### config.mk
export PLATFORM = sky130hd
export DESIGN_NAME = wb_stage
export DESIGN_NICKNAME = d
export VERILOG_FILES = /design/src/rtl/wb_stage.sv
export SDC_FILE = /design/constraint.sdc
export NUM_CORES = 1
export LEC_CHECK = 0
export CAP_MARGIN = 0
export CORE_ASPECT_RATIO = 1.1
export CORE_MARGIN = 2
export CORE_UTILIZATION = 52
export CTS_CLUSTER_DIAMETER = 120
export CTS_CLUSTER_SIZE = 8
export DETAILED_ROUTE_END_ITERATION = 12
export GPL_ROUTABILITY_DRIVEN = 0
export PLACE_DENSITY = 0.87
export SLEW_MARGIN = 20
export SYNTH_ARGS = -nofsm -noshare
export SYNTH_HDL_FRONTEND = slang
export SYNTH_SLANG_ARGS = --single-unit
### constraint.sdc
create_clock -name clk -period 5.4 [get_ports clk]
set_clock_uncertainty 0.05 [all_clocks]
set_input_delay 1.08 -clock clk [delete_from_list [all_inputs] [get_ports clk]]
set_output_delay 1.08 -clock clk [all_outputs]
set_load 0.1 [all_outputs]
### src/rtl/wb_stage.sv
// Writeback stage: MEM/WB pipeline register, writeback value selection with load
// extension, GRF write port, W-stage forwarding source and retired-instruction counter.
module wb_stage (
  input  logic        clk,
  input  logic        reset,
  input  logic        stall,
  input  logic        flush,
  input  logic        m_valid,
  input  logic [31:0] m_pc,
  input  logic        m_we,
  input  logic [4:0]  m_a3,
  input  logic [1:0]  m_wdsel,
  input  logic [31:0] m_alu,
  input  logic [31:0] m_dm_rdata,
  input  logic [1:0]  m_addr_lo,
  input  logic [2:0]  m_ldtype,
  input  logic [31:0] m_md,
  output logic        grf_we,
  output logic [4:0]  grf_a3,
  output logic [31:0] grf_wd,
  output logic [31:0] grf_wpc,
  output logic [4:0]  w_fwd_a3,
  output logic [31:0] w_fwd_wd,
  output logic [31:0] retired
);

  localparam logic [1:0] WD_ALU = 2'd0;
  localparam logic [1:0] WD_DM  = 2'd1;
  localparam logic [1:0] WD_PC8 = 2'd2;
  localparam logic [1:0] WD_MD  = 2'd3;

  localparam logic [2:0] LD_LB  = 3'd1;
  localparam logic [2:0] LD_LBU = 3'd2;
  localparam logic [2:0] LD_LH  = 3'd3;
  localparam logic [2:0] LD_LHU = 3'd4;

  logic        valid_q;
  logic [31:0] pc_q;
  logic        we_q;
  logic [4:0]  a3_q;
  logic [1:0]  wdsel_q;
  logic [31:0] alu_q;
  logic [31:0] rdata_q;
  logic [1:0]  lo_q;
  logic [2:0]  ldtype_q;
  logic [31:0] md_q;
  logic        pend_q;
  logic [31:0] retired_q;

  logic        retire;
  logic [7:0]  byte_sel;
  logic [15:0] half_sel;
  logic [31:0] load_val;
  logic [31:0] wd;

  // Pipeline control: flush inserts a bubble and beats stall; stall holds every
  // field but clears pend_q so a held instruction writes/retires only once.
  always_ff @(posedge clk or negedge reset) begin
    if (!reset) begin
      valid_q  <= 1'b0;
      pc_q     <= '0;
      we_q     <= 1'b0;
      a3_q     <= '0;
      wdsel_q  <= '0;
      alu_q    <= '0;
      rdata_q  <= '0;
      lo_q     <= '0;
      ldtype_q <= '0;
      md_q     <= '0;
      pend_q   <= 1'b0;
    end else if (flush) begin
      valid_q  <= 1'b0;
      pc_q     <= '0;
      we_q     <= 1'b0;
      a3_q     <= '0;
      wdsel_q  <= '0;
      alu_q    <= '0;
      rdata_q  <= '0;
      lo_q     <= '0;
      ldtype_q <= '0;
      md_q     <= '0;
      pend_q   <= 1'b0;
    end else if (stall) begin
      pend_q   <= 1'b0;
    end else begin
      valid_q  <= m_valid;
      pc_q     <= m_pc;
      we_q     <= m_we;
      a3_q     <= m_a3;
      wdsel_q  <= m_wdsel;
      alu_q    <= m_alu;
      rdata_q  <= m_dm_rdata;
      lo_q     <= m_addr_lo;
      ldtype_q <= m_ldtype;
      md_q     <= m_md;
      pend_q   <= m_valid;
    end
  end

  assign retire = pend_q & valid_q;

  always_ff @(posedge clk or negedge reset) begin
    if (!reset) begin
      retired_q <= '0;
    end else if (retire) begin
      retired_q <= retired_q + 32'd1;
    end
  end

  always_comb begin
    byte_sel = rdata_q[7:0];
    case (lo_q)
      2'd0:    byte_sel = rdata_q[7:0];
      2'd1:    byte_sel = rdata_q[15:8];
      2'd2:    byte_sel = rdata_q[23:16];
      default: byte_sel = rdata_q[31:24];
    endcase
  end

  // Halfword alignment faults are trapped upstream, so only lo_q[1] matters here.
  assign half_sel = lo_q[1] ? rdata_q[31:16] : rdata_q[15:0];

  always_comb begin
    load_val = rdata_q;
    case (ldtype_q)
      LD_LB:   load_val = {{24{byte_sel[7]}}, byte_sel};
      LD_LBU:  load_val = {24'd0, byte_sel};
      LD_LH:   load_val = {{16{half_sel[15]}}, half_sel};
      LD_LHU:  load_val = {16'd0, half_sel};
      default: load_val = rdata_q;
    endcase
  end

  always_comb begin
    wd = alu_q;
    case (wdsel_q)
      WD_ALU:  wd = alu_q;
      WD_DM:   wd = load_val;
      WD_PC8:  wd = pc_q + 32'd8;
      WD_MD:   wd = md_q;
      default: wd = alu_q;
    endcase
  end

  assign grf_we   = retire & we_q & (a3_q != 5'd0);
  assign grf_a3   = a3_q;
  assign grf_wd   = wd;
  assign grf_wpc  = pc_q;
  assign w_fwd_a3 = grf_we ? a3_q : 5'd0;
  assign w_fwd_wd = wd;
  assign retired  = retired_q;

endmodule

==> metrics <==
status complete, no violations; Pre-antenna DRT Iters 5; Remaining DRCs 0; chip width 132.9 um; number of antenna violations at the first check in global routing 1; pre-CTS setup slack just over 1 ns; fin crit share approximately nine tenths; crit-path max FO 25; Netlist Area Pre-Place between 9000 and 10000 um^2; Ys Warns 0; Post-CTS Setup Bufs 0; DRT antenna net count 0; IO buf count between 200 and 300; num ports 285; CTS max path bufs 2; Layout Area Growth over Synthesis 33.60%; main flop type after synthesis dfrtp_1; # hold bufs at CTS 0; CTS Buf Count 17; root buf cell clkbuf_16; Min-Delay Path Class flip-flop to flip-flop; Static Leakage around 0.0058 uW; worst slew pin tran ~1.1 ns; Post-Synthesis Cells approximately 960; Post-Synth XOR/XNOR Area under 10%; #FFs+latches synth approximately 180; DIE AREA between 15000 and 20000 um^2; PD cells about 300 nW/um^2; nets about 1300; Slowest cell on crit path dfrtp_1; Required @ worst endpoint 4.27 ns; setup_tns 0 ns; Bufs and invs on worst path 1; type of origin of the critical path flip-flop; mux cell area share after synthesis ~17%; CTS sink count between 150 and 200; Core Footprint 17800 um^2; Post-Synth Adder-Cell Area less than 1%; clock slew at reported path FFs around 0.06 ns; Async SR Flop Fraction 100.0%; drt initial violations around 840; Netlist cell types 60; Routed WL between 20000 and 30000 um; Resized Gates After CTS 0; Fin Hold WS 0.4262 ns; Skew-Pair Late Insertion Delay around 0.43 ns; Die Ht 145.8 um; Post-Synth Simple-Gate Area roughly 17%; fmax 0.2058 GHz; syn nets 1104; worst-path cell chain mux4_2 -> nor3_1 -> a2111o_1 -> o21ai_0 -> a41o_1 -> buf_4; share of layout cells above drive strength 1 11.11%; vias in the first global route between 8000 and 9000; Crit path max-delay family compound AO/OA/AOI/OAI gates; Final min period between 4 and 5 ns; slew margin rel. between 20% and 30%; endpoint class of the critical path output port; H-tree levels 4; CTS tree done; Site Rows 51; Fillers about 1300; first-pass GRT wire length ~46000 um; Post-synth EDFFs 0; Avg Cell Area, Syn 9.944 um^2; Vias per Instance 5.871; remaining global-route overflow 0; # setup viols final 0; starting density of the core a little over half; VDD IR-drop max ~0.21 mV; power consumption 3850 uW; max-slew violations 0; largest net degree at the start of global routing between 90 and 100; Final WS setup around 0.54 ns; CP max stage delay between 0.9 and 1 ns; sequential area share after synthesis around 46%; CP Class flip-flop to output port; Finished Layout Cells 1427; Wirelength per Cell 20.48 um; DP HPWL ~21000 um; Max-Cap Viols 0; Synth Area in Compound Gates about 9%; Arrival @ worst endpoint roughly 3.7 ns; Final Hold Viols 0; largest family of logic cells by synthesized area simple AND/OR/NAND/NOR gates; via count approximately 8400; RSZ-0062 raised after global routing false; GRT Total Usage between 30% and 40%; Inst Count DP approximately 1400
[metal layers]
layer | vias up | share of wire [%] | track usage (%)
met5 | - | 0 | 0
met4 | 0 | 3.6 | 12.69
met3 | 70 | 8.1 | 6.931
met2 | 462 | 49 | 49.17
met1 | 4064 | 40 | 39.34
li1 | 3782 | - | -
[per-stage QoR]
stage	util, %	cell area, um^2
after global routing	71.34	12700
after CTS	71.33	12700
after detailed placement	68.21	12140
after floorplan	-	9534
final	71.34	12700
after global placement	68.21	12140
[path summary, 6_finish.rpt]
check / depth (start not counted) / slack (ns) / from / end
setup / recovery: 6 / 0.54 / lo_q[1] / w_fwd_wd[21]
hold / removal: 1 / 0.43 / retired[31] / retired[31]
setup reg to reg: 6 / 3.07 / retired[0] / retired[26]
hold reg to reg: 1 / 0.43 / retired[31] / retired[31]
max in group asynchronous: 2 / 3.73 / reset / rdata_q[6]
min in group asynchronous: 1 / 0.64 / reset / grf_a3[3]
[final cells by class]
| class | count | area, um^2 | area share (%) |
|---|---|---|---|
| Antenna cell | 1 | 2.502 | 0.01970 |
| Sequential cell | 175 | 4379 | 34.48 |
| Timing Repair Buffer | 292 | 2795 | 22.01 |
| Clock buffer | 20 | 446.7 | 3.517 |
| Inverter | 7 | 26.28 | 0.2069 |
| Clock inverter | 11 | 108.9 | 0.8571 |
| Multi-Input combinational cell | 683 | 4644 | 36.57 |
| Tap cell | 238 | 297.8 | 2.345 |
[synth_stat cells (17+ instances only)]
cell type	count	area, um^2
nand2_1	51	191.4
nand3_1	23	115.1
buf_4	33	247.7
buf_1	20	75.07
dfrtp_1	175	4379
nor3_1	17	85.08
a21oi_1	20	100.1
clkbuf_1	27	101.4
nor2_1	195	732.0
xnor2_1	41	359.1
o21ai_0	23	115.1
mux2i_1	152	1521
[report_power, final]
group / internal (uW) / leakage, uW / switching, uW
clock network: 650 / 0.000271 / 524
registers: 1380 / 0.00234 / 88.8
logic: 338 / 0.00314 / 871
total: 2370 / 0.00575 / 1480
[layout by cell type (no fill, tap or decap), drive strengths merged, types with 14 or more instances in the layout]
cell           count
dfrtp            175
nor3              18
mux2i            152
nand2             51
xnor2             41
nand3             23
o21ai             24
o221ai            16
nor2             195
a21oi             21
clkdlybuf4s50    217
buf               74
nand4             14
clkbuf            21
[state kept, by name, summed over array words and instances, names as in the netlist]
register  flops
alu_q        32
grf_wpc      32
md_q         32
rdata_q      32
retired      32
grf_a3        5
ldtype_q      3
lo_q          2
wdsel_q       2
pend_q        1
valid_q       1
we_q          1
[cell families after synthesis]
| family | Yosys count |
|---|---|
| buf+inv | 98 |
| mux | 156 |
| simple gates | 354 |
| compound gates | 119 |
| flops | 175 |
| fa+ha+maj | 2 |
| xor+xnor | 52 |
Power figures use the tool's default switching activity.
